==> src/rtl/decode_ctrl_pipe.sv <==
// Instruction decode into a DEPTH-deep registered control pipeline with load-use stall and halt drain.
// Latency: 1 cycle into stage 0, one more per stage. Backpressure: combinational stall holds upstream PC and IF/ID.
// Optional ILLEGAL_TRAP_EN: flags illegal instructions on the illegal output and halts on them.
module decode_ctrl_pipe #(
    parameter int DEPTH = 3,
    parameter int RA_W  = 5
) (
    input  logic                    clk,
    input  logic                    reset_n,
    input  logic                    id_valid,
    input  logic [6:0]              opCode,
    input  logic [2:0]              funct3,
    input  logic [6:0]              funct7,
    input  logic [RA_W-1:0]         id_rs1,
    input  logic [RA_W-1:0]         id_rs2,
    input  logic [RA_W-1:0]         id_rd,
    input  logic                    flush,
    output logic [13*DEPTH-1:0]     ctrl_pipe,
    output logic [RA_W*DEPTH-1:0]   rd_pipe,
    output logic                    stall,
    output logic                    halted,
    output logic                    illegal
);

    localparam int CW    = 13;
    localparam int CNT_W = 3;

    typedef enum logic [1:0] {RUN, DRAIN, HALTED} state_t;

    state_t             state_q;
    logic [CNT_W-1:0]   cnt_q;
    logic [CW-1:0]      ctrl_q [DEPTH];
    logic [RA_W-1:0]    rd_q   [DEPTH];
    logic [CW-1:0]      ctrl_d;
    logic [RA_W-1:0]    rd_d;

    logic               rw, m2r, mw, sb, lh, ld, jr;
    logic [1:0]         src;
    logic [3:0]         alu;
    logic               dec_legal, dec_halt;
    logic [CW-1:0]      dec_word;
    logic               accept, load, trap_hit, go_drain;

    always_comb begin
        rw = 1'b0; m2r = 1'b0; mw = 1'b0; src = 2'd0; alu = 4'd0;
        sb = 1'b0; lh = 1'b0; ld = 1'b0; jr = 1'b0;
        dec_legal = 1'b1;
        dec_halt  = 1'b0;
        case (opCode)
            7'h33: begin
                rw = 1'b1; m2r = 1'b1;
                case ({funct3, funct7})
                    {3'd1, 7'h20}: alu = 4'd1;
                    {3'd6, 7'h00}: alu = 4'd2;
                    {3'd7, 7'h00}: alu = 4'd3;
                    {3'd5, 7'h00}: alu = 4'd4;
                    {3'd4, 7'h00}: alu = 4'd5;
                    {3'd2, 7'h00}: alu = 4'd6;
                    {3'd3, 7'h00}: alu = 4'd7;
                    {3'd0, 7'h00}: alu = 4'd8;
                    default:       dec_legal = 1'b0;
                endcase
            end
            7'h13: begin
                rw = 1'b1; m2r = 1'b1; src = 2'd1;
                if (funct3 == 3'd0)      alu = 4'd1;
                else if (funct3 == 3'd7) alu = 4'd4;
                else                     dec_legal = 1'b0;
            end
            7'h1B: begin
                rw = 1'b1; m2r = 1'b1; src = 2'd1; alu = 4'd3;
                if (funct3 != 3'd6) dec_legal = 1'b0;
            end
            7'h67: begin
                rw = 1'b1; m2r = 1'b1; src = 2'd2; alu = 4'd9; jr = 1'b1;
            end
            7'h03: begin
                rw = 1'b1; src = 2'd1; alu = 4'd1; ld = 1'b1;
                lh = (funct3 == 3'd2);
            end
            7'h63: alu = 4'd2;
            7'h6F: begin
                rw = 1'b1; m2r = 1'b1; src = 2'd2; alu = 4'd9;
            end
            7'h38: begin
                rw = 1'b1; m2r = 1'b1; src = 2'd1; alu = 4'd10;
            end
            7'h23: begin
                mw = 1'b1; src = 2'd1; alu = 4'd1;
                sb = (funct3 == 3'd0);
            end
            7'h7F:   dec_halt  = 1'b1;
            default: dec_legal = 1'b0;
        endcase
        dec_word = {rw, m2r, mw, src, alu, sb, lh, ld, jr};
    end

    // Stage-0 rd is already zero for bubbles, so rd!=0 also excludes empty slots.
    assign stall = (state_q == RUN) && id_valid && !flush && ctrl_q[0][1] &&
                   (rd_q[0] != '0) && ((rd_q[0] == id_rs1) || (rd_q[0] == id_rs2));

    assign accept = (state_q == RUN) && id_valid && !flush && !stall;
    assign load   = accept && dec_legal && !dec_halt;
    assign ctrl_d = load ? dec_word : '0;
    assign rd_d   = load ? id_rd : '0;

`ifdef ILLEGAL_TRAP_EN
    logic illegal_q;
    assign trap_hit = accept && !dec_legal;
    assign illegal  = illegal_q;

    always_ff @(posedge clk or negedge reset_n) begin
        if (!reset_n) illegal_q <= 1'b0;
        else          illegal_q <= trap_hit;
    end
`else
    assign trap_hit = 1'b0;
    assign illegal  = 1'b0;
`endif

    assign go_drain = accept && (dec_halt || trap_hit);

    always_ff @(posedge clk or negedge reset_n) begin
        if (!reset_n) begin
            for (int k = 0; k < DEPTH; k++) begin
                ctrl_q[k] <= '0;
                rd_q[k]   <= '0;
            end
        end else begin
            ctrl_q[0] <= ctrl_d;
            rd_q[0]   <= rd_d;
            for (int k = 1; k < DEPTH; k++) begin
                ctrl_q[k] <= ctrl_q[k-1];
                rd_q[k]   <= rd_q[k-1];
            end
        end
    end

    always_ff @(posedge clk or negedge reset_n) begin
        if (!reset_n) begin
            state_q <= RUN;
            cnt_q   <= '0;
        end else begin
            case (state_q)
                RUN: begin
                    if (go_drain) begin
                        state_q <= DRAIN;
                        cnt_q   <= CNT_W'(DEPTH);
                    end
                end
                DRAIN: begin
                    if (cnt_q == '0) state_q <= HALTED;
                    else             cnt_q   <= cnt_q - 1'b1;
                end
                default: state_q <= HALTED;
            endcase
        end
    end

    always_comb begin
        ctrl_pipe = '0;
        rd_pipe   = '0;
        for (int k = 0; k < DEPTH; k++) begin
            ctrl_pipe[CW*k +: CW]     = ctrl_q[k];
            rd_pipe[RA_W*k +: RA_W]   = rd_q[k];
        end
    end

    assign halted = (state_q == HALTED) && (ctrl_pipe == '0);

endmodule

==> config.mk <==
export PLATFORM = sky130hd
export DESIGN_NAME = decode_ctrl_pipe
export DESIGN_NICKNAME = d
export VERILOG_FILES = /design/src/rtl/decode_ctrl_pipe.sv
export SDC_FILE = /design/constraint.sdc
export NUM_CORES = 1
export LEC_CHECK = 0
export BUFFER_PORTS_ARGS = -buffer_cell sky130_fd_sc_hd__buf_2
export CAP_MARGIN = 10
export CORE_ASPECT_RATIO = 0.5
export CORE_MARGIN = 2
export CORE_UTILIZATION = 52
export CTS_CLUSTER_SIZE = 20
export DETAILED_ROUTE_END_ITERATION = 16
export PLACE_DENSITY_LB_ADDON = 0.08
export SLEW_MARGIN = 25
export SYNTH_ARGS = -nofsm -noshare
export SYNTH_HDL_FRONTEND = slang
export SYNTH_SLANG_ARGS = --single-unit
==> constraint.sdc <==
create_clock -name clk -period 2.8 [get_ports clk]
set_input_delay 0.56 -clock clk [delete_from_list [all_inputs] [get_ports clk]]
set_output_delay 0.56 -clock clk [all_outputs]
set_load 0.01 [all_outputs]
==> results of run 1 <==
synth_stat cells (all sizes together):
| master | n | area [um2] |
|---|---|---|
| a211oi | 1 | 7.51 |
| a21o | 1 | 7.51 |
| a21oi | 1 | 5.00 |
| a221oi | 1 | 8.76 |
| a22oi | 3 | 22.5 |
| a31o | 1 | 8.76 |
| a31oi | 1 | 6.26 |
| a32oi | 1 | 8.76 |
| and3 | 3 | 18.8 |
| and3b | 2 | 17.5 |
| and4b | 2 | 20.0 |
| and4bb | 2 | 25.0 |
| buf | 8 | 57.6 |
| clkbuf | 1 | 3.75 |
| conb | 1 | 3.75 |
| dfrtp | 59 | 1480 |
| ha | 2 | 25.0 |
| inv | 3 | 11.3 |
| mux2 | 1 | 11.3 |
| mux2i | 2 | 20.0 |
| nand2 | 14 | 52.6 |
| nand2b | 4 | 25.0 |
| nand3 | 4 | 20.0 |
| nand4 | 3 | 18.8 |
| nor2 | 11 | 41.3 |
| nor2b | 5 | 31.3 |
| nor3 | 13 | 70.1 |
| nor3b | 3 | 22.5 |
| nor4 | 13 | 100 |
| nor4b | 10 | 140 |
| o211a | 1 | 10.0 |
| o211ai | 3 | 27.5 |
| o21ai | 4 | 31.3 |
| o31ai | 1 | 7.51 |
| o32a | 1 | 10.0 |
| o41ai | 1 | 16.3 |
| or2 | 1 | 6.26 |
| or4 | 1 | 7.51 |
| xnor2 | 1 | 8.76 |
| xor2 | 12 | 105 |
sequential cells by signal, summed over array words and instances (netlist names):
signal     cells
cnt_q          3
ctrl_pipe     39
rd_pipe       15
state_q        2
worst max path at each step:
stage                          start           end  slack (ps)
after floorplan                flush         stall         880
after global placement         flush         stall         530
after detailed placement   opCode[4]  ctrl_pipe[6]         520
after CTS                 rd_pipe[1]         stall         380
after global routing      state_q[1]         stall         220
final                     state_q[1]         stall         380
cell families after synthesis:
kind of cell | Yosys count | share of synthesized area
AND/OR/NAND/NOR | 91 | 0.245
AO/OA/AOI/OAI | 21 | 0.0706
adder cells (fa/ha/maj) | 2 | 0.00994
XOR/XNOR | 13 | 0.0452
multiplexers | 3 | 0.0124
flip-flops | 59 | 0.586
buffers and inverters | 12 | 0.0288
other | 1 | 0.00149
stage by stage:
stage                     cells  total power [W]   util  cell area, um2
after global placement      351          0.00106  0.664            3010
after detailed placement    351          0.00106  0.664            3010
final                       366          0.00166  0.699            3170
after CTS                   366          0.00169  0.699            3170
after floorplan             202          0.00100      -            2520
after global routing        366          0.00175  0.699            3170
per-layer routing:
metal / track usage / routed length, um / vias up
li1: - / - / 923
met2: 0.368 / 2760 / 68
met1: 0.293 / 2420 / 944
met4: 0.0533 / 22 / 0
met3: 0.0938 / 347 / 2
met5: 0 / 0 / -
critical path, stage by stage (launching register included):
cell and delay, ps:
dfrtp_1 420, nor4b_4 500, o211ai_2 220, nor2_1 210
buf_2 180
area by class of cell:
type | instances | area, um2 | area share
Clock buffer | 12 | 145 | 0.0458
Multi-Input combinational cell | 131 | 973 | 0.307
Tap cell | 66 | 82.6 | 0.0261
Clock inverter | 3 | 15.0 | 0.00474
Timing Repair Buffer | 92 | 463 | 0.146
Sequential cell | 59 | 1480 | 0.466
Inverter | 3 | 11.3 | 0.00356
power by group through the flow:
stage          Combinational [W]  Clock, W  Sequential [W]
3_5_place_dp            0.000169         0        0.000894
3_3_place_gp            0.000163         0        0.000894
2_1_floorplan           0.000108         0        0.000893
5_1_grt                 0.000189  0.000680        0.000880
6_report                0.000168  0.000617        0.000879
4_1_cts                 0.000169  0.000640        0.000879
==> run_results.csv, run 1 <==
group,metric,value,unit
placement,dp_slack,517,ps
final_layout,final_common_cell,"buf_2",
timing,setup_viol,0,
global_route,grt_pass1_vias,1762,
synthesis,ys_seq_elements,59,
timing,setup_ws,382,ps
worst_setup_path,crit_required,2240,ps
timing,tns,0,ps
synthesis,synth.distinct_cells,49,
clocking,clk_pin_slew,50,ps
timing,grt_setup_unrepaired,"no",
worst_setup_path,worstSetupPathType,"register to output port",
timing,finClkSkew,4.45,ps
clocking,cts_tree,"yes",
die,num_rows,17,
hold_path,hold_path_class,"primary input to asynchronous set/reset pin",
clocking,cts-resized-gates,0,
worst_setup_path,worstSetupStartpointType,"register",
die,pin_count,93,
detailed_routing,wl_per_cell,15.2,um
power_and_ir_drop,power_density,526,mW/mm2
worst_setup_path,reg2reg_from,"state_q[1]",
detailed_routing,drcViolationCount,0,
worst_setup_path,arrival,1860,ps
detailed_routing,ant_nets,0,
detailed_routing,firstDrtPassIters,4,
die,die_area,0.00545,mm2
final_layout,fill_cells,367,
clocking,cts_setup_buffers,0,
timing,slew_headroom,0.380,
placement,finalWeightedCongestion,0.953,
placement,dpl.hpwl,4390,um
global_route,grtUsageTotal,0.229,
timing,worstMarginPinSlew,926,ps
placement,io_buffers,91,
power_and_ir_drop,p_int,0.00127,W
global_route,grt_overflow_total,0,
die,core_area,0.00453,mm2
synthesis,netlist_area,0.00252,mm2
timing,drv_slew,0,
power_and_ir_drop,clkPwrFrac,0.371,
detailed_routing,via_count,1937,
final_layout,mostFrequentLayoutCells,"91 x buf_2, 59 x dfrtp_1, 14 x nand2_1",
run,cap_violations,0,
power_and_ir_drop,p_comb_frac,0.101,
worst_setup_path,crit_path_max_fanout,5,
clocking,cts-root-buf,"clkbuf_8",
global_route,antenna_found_initial,0,
power_and_ir_drop,power.switching,0.000393,W
power_and_ir_drop,switching_share,0.236,
worst_setup_path,cp-end-kind,"output port",
die,die_w,102,um
timing,hold_violations,0,
global_route,grt_pass1_wl,8820,um
global_route,grt_max_degree,60,
clocking,cts_buffers,9,
clocking,clock_latency,320,ps
clocking,clk_path_buf_depth,2,
synthesis,yosysWarningCount,0,
synthesis,avgSynthCellArea,12.5,um2
power_and_ir_drop,seqPwrFrac,0.528,
synthesis,synth_seq_area_share,0.586,
power_and_ir_drop,leakage,1.73,nW
detailed_routing,first_iter_violations,134,
worst_setup_path,r2r_cells,4,
die,start_util,0.556,
timing,hold_ws,370,ps
final_layout,final_layout_size_suffix_gt1_frac,0.410,
synthesis,synth_nets,240,
worst_setup_path,r2r_setup_slack,850,ps
final_layout,finalNetCount,334,
timing,fmax,414,MHz
die,dieHeight,53.2,um
final_layout,area_growth,25.8,%
timing,min_period,2420,ps
synthesis,netlist_instances,202,
run_status,status,"finished, final reports clean",
clocking,htreeDepth,3,
clocking,cts_hold_buf,0,
power_and_ir_drop,peakVddDrop,0.000216,V
worst_setup_path,r2r_end,"rd_pipe[4]",
detailed_routing,viasPerCell,5.29,
timing,post-route-period-util,0.864,
detailed_routing,routed_wl,5550,um
final_layout,antenna_cells,0,
clocking,clkSinkCount,59,
(Power assumes the default switching activity.)
==> run 2: changes to the inputs <==
--- a/config.mk
+++ b/config.mk
@@ -7,3 +7,2 @@
 export LEC_CHECK = 0
-export BUFFER_PORTS_ARGS = -buffer_cell sky130_fd_sc_hd__buf_2
 export CAP_MARGIN = 10
@@ -11,5 +10,6 @@
 export CORE_MARGIN = 2
-export CORE_UTILIZATION = 52
+export CORE_UTILIZATION = 55
 export CTS_CLUSTER_SIZE = 20
 export DETAILED_ROUTE_END_ITERATION = 16
+export DONT_BUFFER_PORTS = 1
 export PLACE_DENSITY_LB_ADDON = 0.08
==> constraint.sdc (replaced) <==
create_clock -name clk -period 2.8 [get_ports clk]
set_input_delay 0.28 -clock clk [delete_from_list [all_inputs] [get_ports clk]]
set_output_delay 0.28 -clock clk [all_outputs]
set_load 0.01 [all_outputs]
==> run_results.csv, run 2 (same netlist as run 1, synthesis figures left out) <==
group,metric,value,unit
worst_setup_path,cp_slowest_stage_delay,480,ps
run,cap_violations,0,
placement,dpl.hpwl,3990,um
timing,finClkSkew,5.46,ps
timing,tns,0,ps
global_route,grtUsageTotal,0.218,
clocking,cts_buffers,9,
final_layout,final_layout_size_suffix_gt1_frac,0.152,
final_layout,design_area,0.00274,mm2
die,die_area,0.00517,mm2
placement,io_buffers,0,
die,num_rows,17,
detailed_routing,firstDrtPassIters,4,
worst_setup_path,arrival,1850,ps
global_route,antenna_found_initial,0,
clocking,cts_tree,"yes",
worst_setup_path,worstSetupPathType,"register to output port",
global_route,grt_max_degree,60,
clocking,htreeDepth,3,
clocking,cts_setup_buffers,0,
worst_setup_path,crit_path_max_fanout,4,
timing,hold_violations,0,
worst_setup_path,path_cells,"nor4_1, nand4_1, nor3_1",
power_and_ir_drop,fin_total_pwr,0.00167,W
detailed_routing,via_count,1654,
timing,worstMarginPinSlew,915,ps
power_and_ir_drop,leakage,1.29,nW
detailed_routing,ant_nets,0,
clocking,clock_latency,330,ps
global_route,grt_overflow_total,0,
timing,drv_slew,0,
worst_setup_path,crit_required,2520,ps
global_route,grt_pass1_wl,8030,um
worst_setup_path,worstSetupStartpointType,"register",
worst_setup_path,cp_top_family,"simple AND/OR/NAND/NOR gates",
die,pin_count,93,
clocking,clk_pin_slew,60,ps
final_layout,final_common_cell,"dfrtp_1",
hold_path,hold_path_class,"primary input to register",
global_route,grt_pass1_vias,1604,
clocking,clk_path_buf_depth,2,
clocking,cts_hold_buf,2,
die,start_util,0.572,
die,dieHeight,51.8,um
timing,min_period,2130,ps
timing,setup_ws,673,ps
final_layout,largest_reg_flops,39,
clocking,cts-resized-gates,0,
power_and_ir_drop,peakVddDrop,0.000285,V
detailed_routing,top_layer,"met4",
timing,slew_headroom,0.387,
die,core_area,0.00440,mm2
clocking,cts-root-buf,"clkbuf_8",
worst_setup_path,slowest_stage,"dfrtp_1",
die,die_w,99.7,um
final_layout,final_util,0.623,
final_layout,mostFrequentLayoutCells,"59 x dfrtp_1, 14 x nand2_1, 12 x xor2_1, 12 x nor3_1",
detailed_routing,drcViolationCount,0,
power_and_ir_drop,power_density,609,mW/mm2
final_layout,finalNetCount,244,
worst_setup_path,crit_buf_inv,0,
timing,setup_viol,0,
placement,place_area,0.00253,mm2
placement,finalWeightedCongestion,0.881,
final_layout,antenna_cells,0,
detailed_routing,wl_met1,2200,um
detailed_routing,wl_met2,2700,um
timing,grt_setup_unrepaired,"no",
detailed_routing,wl_met3,390,um
placement,dp_slack,751,ps
final_layout,area_growth,8.95,%
detailed_routing,first_iter_violations,82,
timing,fmax,470,MHz
timing,post-route-period-util,0.760,
clocking,clkSinkCount,59,
detailed_routing,wl_per_cell,19.8,um
detailed_routing,viasPerCell,6.17,
detailed_routing,routed_wl,5300,um
worst_setup_path,cp-end-kind,"output port",
run_status,status,"finished, final reports clean",
==> run 2: changes by cell type in the layout (fill, tap and decap cells not counted) <==
cell / change
buf_4: -1
clkbuf_1: +1
buf_16: +1
dlygate4sd3_1: +1
buf_2: -91
clkinv_2: -1
clkbuf_8: +1
==> run 2: cell type report <==
class | count | area [um2]
Fill cell | 347 | 1660
Sequential cell | 59 | 1480
Multi-Input combinational cell | 131 | 973
Clock buffer | 14 | 163
Tap cell | 57 | 71.3
Timing Repair Buffer | 2 | 37.5
Inverter | 3 | 11.3
Clock inverter | 2 | 10.0
==> run 2: per-stage QoR <==
stage,instances,hold slack (ps)
CTS,268,7.58
detailed placement,250,-14.5
floorplan,202,-15.6
finish,268,23.1
global route,268,8.41
global placement,250,-14.5
==> run 2: worst paths after layout <==
path                              startpoint             to  slack (ps)  depth (start not counted)
max in group asynchronous            reset_n  ctrl_pipe[21]        2070                          2
min in group asynchronous            reset_n       cnt_q[2]         500                          2
worst min-delay path               opCode[3]   ctrl_pipe[0]          20                          1
worst max-delay path            ctrl_pipe[1]         halted         670                          3
worst max register to register    rd_pipe[1]  ctrl_pipe[11]         720                          4
worst min register to register    rd_pipe[6]    rd_pipe[11]         440                          0
==> run 2: layer usage <==
metal | vias to the layer above | global-route usage
met5 | - | 0
met2 | 63 | 0.370
met3 | 2 | 0.102
met4 | 0 | 0.0479
li1 | 748 | -
met1 | 841 | 0.259
==> run 2: worst reg2reg max path: cells and delay by family, from the launching register on <==
kind,cells,cell delay (ps)
AND/OR/NAND/NOR,2,1020
flip-flops,1,470
AO/OA/AOI/OAI,2,460
==> run 2: power breakdown <==
group / total (W) / switching (W) / internal (W)
registers: 0.000880 / 0.0000127 / 0.000868
logic: 0.000133 / 0.0000781 / 0.0000551
clock network: 0.000657 / 0.000290 / 0.000367
total: 0.00167 / 0.000381 / 0.00129
==> run 3: changes to the inputs <==
- clock period: 2.8 -> 2 ns (I/O delays scaled with it)
==> run_results.csv, run 3 (same netlist as run 1, synthesis figures left out) <==
group,metric,value,unit
run_status,status,"finished, final reports clean",
detailed_routing,wl_met2,2660,um
worst_setup_path,reg2reg_from,"rd_pipe[2]",
power_and_ir_drop,power.switching,0.000556,W
worst_setup_path,critical_path.startpoint,"rd_pipe[2]",
detailed_routing,ant_nets,0,
worst_setup_path,path_cells,"or4_4, o211ai_4, o21ai_4, nor4_1",
global_route,grt_pass1_wl,8370,um
worst_setup_path,crit_required,2220,ps
worst_setup_path,r2r_cells,4,
final_layout,area_growth,13.8,%
die,num_rows,17,
run,cap_violations,0,
detailed_routing,wl_per_cell,19.6,um
power_and_ir_drop,clkPwrFrac,0.419,
timing,worstMarginPinSlew,1040,ps
timing,fmax,511,MHz
global_route,grt_max_degree,60,
detailed_routing,wl_met3,424,um
worst_setup_path,arrival,2170,ps
clocking,cts_setup_buffers,0,
timing,finClkSkew,4.73,ps
global_route,grt_overflow_total,0,
worst_setup_path,cp_slowest_stage_delay,550,ps
detailed_routing,viasPerCell,6.00,
timing,tns,0,ps
final_layout,finalNetCount,251,
clocking,clock_latency,330,ps
die,die_w,99.7,um
global_route,antenna_found_initial,0,
power_and_ir_drop,p_int,0.00190,W
timing,setup_viol,0,
final_layout,fill_cells,317,
clocking,clk_pin_slew,60,ps
worst_setup_path,crit_end,"ctrl_pipe[2]",
timing,grt_setup_unrepaired,"yes",
clocking,clk_path_buf_depth,2,
final_layout,final_layout_size_suffix_gt1_frac,0.211,
worst_setup_path,worstSetupStartpointType,"register",
worst_setup_path,slowest_stage,"or4_4",
worst_setup_path,r2r_setup_slack,40,ps
die,dieHeight,51.8,um
placement,dpl.hpwl,4010,um
clocking,clkSinkCount,59,
die,start_util,0.572,
power_and_ir_drop,leakage,1.33,nW
final_layout,mostFrequentLayoutCells,"58 x dfrtp_1, 14 x nand2_1, 12 x xor2_1",
global_route,grtUsageTotal,0.225,
final_layout,final_common_cell,"dfrtp_1",
worst_setup_path,r2r_end,"ctrl_pipe[2]",
detailed_routing,first_iter_violations,114,
hold_path,holdCritStartpoint,"funct3[2]",
power_and_ir_drop,fin_total_pwr,0.00246,W
detailed_routing,via_count,1656,
clocking,htreeDepth,3,
power_and_ir_drop,seqPwrFrac,0.502,
clocking,cts-root-buf,"clkbuf_8",
timing,hold_violations,0,
hold_path,hold_path_class,"primary input to register",
clocking,cts_tree,"yes",
placement,finalWeightedCongestion,0.878,
detailed_routing,drcViolationCount,0,
final_layout,largest_reg_flops,39,
timing,post-route-period-util,0.979,
worst_setup_path,crit_path_max_fanout,18,
timing,drv_slew,0,
power_and_ir_drop,p_comb_frac,0.079,
detailed_routing,top_layer,"met4",
detailed_routing,routed_wl,5410,um
die,die_area,0.00517,mm2
detailed_routing,wl_met1,2260,um
clocking,cts_buffers,9,
placement,io_buffers,0,
die,pin_count,93,
timing,min_period,1960,ps
detailed_routing,firstDrtPassIters,4,
die,core_area,0.00440,mm2
timing,slew_headroom,0.305,
global_route,grt_pass1_vias,1660,
worst_setup_path,worstSetupPathType,"register to register",
power_and_ir_drop,power_density,857,mW/mm2
worst_setup_path,cp-end-kind,"register",
power_and_ir_drop,peakVddDrop,0.000316,V
power_and_ir_drop,switching_share,0.226,
[run 3: cell count changes in the layout (fill, tap and decap cells not counted), sizes merged]
cell,change
clkinv,+1
dlygate4sd3,+2
buf,+5
clkbuf,-3
clkinvlp,+1
diode,+1
bufinv,+1
[run 3: power by group through the flow]
stage,clock network (W),logic [W],registers [W]
floorplan,0,0.000151,0.00125
global placement,0,0.000154,0.00125
detailed placement,0,0.000158,0.00125
CTS,0.00106,0.000194,0.00123
global route,0.00110,0.000221,0.00124
finish,0.00103,0.000195,0.00123
[run 3: area by class of cell]
cell class | count | area (um2) | share of cell area
sequential | 59 | 1480 | 0.516
multi-input combinational | 131 | 1010 | 0.353
clock buffer | 11 | 141 | 0.0494
timing repair buffer | 9 | 95.1 | 0.0332
tap | 57 | 71.3 | 0.0249
clock inverter | 5 | 52.6 | 0.0183
inverter | 3 | 11.3 | 0.00393
antenna | 1 | 2.50 | 0.000874
[run 3: worst max-delay path, delay by kind of cell, from the launching register on]
family           cells  cell delay [ps]
AO/OA/AOI/OAI        2              470
flip-flops           1              460
AND/OR/NAND/NOR      2              910
[run 3: worst min-delay path by stage]
stage                         endpoint  slack (ps)  depth (start not counted)
after global placement      state_q[0]         -90                          0
after CTS                 ctrl_pipe[2]          10                          3
after global routing        rd_pipe[0]          20                          1
after detailed placement      cnt_q[2]         -90                          0
after floorplan               cnt_q[0]        -100                          0
final                     ctrl_pipe[2]          40                          3
[run 3: per-layer routing]
layer | vias up | track usage
li1 | 765 | -
met1 | 814 | 0.267
met2 | 69 | 0.368
met3 | 8 | 0.0981
met4 | 0 | 0.0890
met5 | - | 0
[run 3: per-stage QoR]
step / instances / hold slack [ps] / instance area, um2 / utilization / setup WS [ps]
after global placement: 255 / -94.4 / 2570 / 0.584 / 161
after global routing: 275 / 23.7 / 2860 / 0.650 / -6.18
after floorplan: 202 / -95.6 / 2520 / - / 184
after detailed placement: 255 / -94.3 / 2570 / 0.584 / 28.1
after CTS: 275 / 14.4 / 2820 / 0.641 / -1.81
final: 276 / 39.7 / 2860 / 0.650 / 42.8
[run 3: what timing repair did]
action                                  in CTS  in global routing
hold buffers                                 4                  0
hold endpoints to repair                    61                  0
endpoints found under the setup margin       1                 10
pin swaps                                    0                  2
gates resized for setup                      0                  8
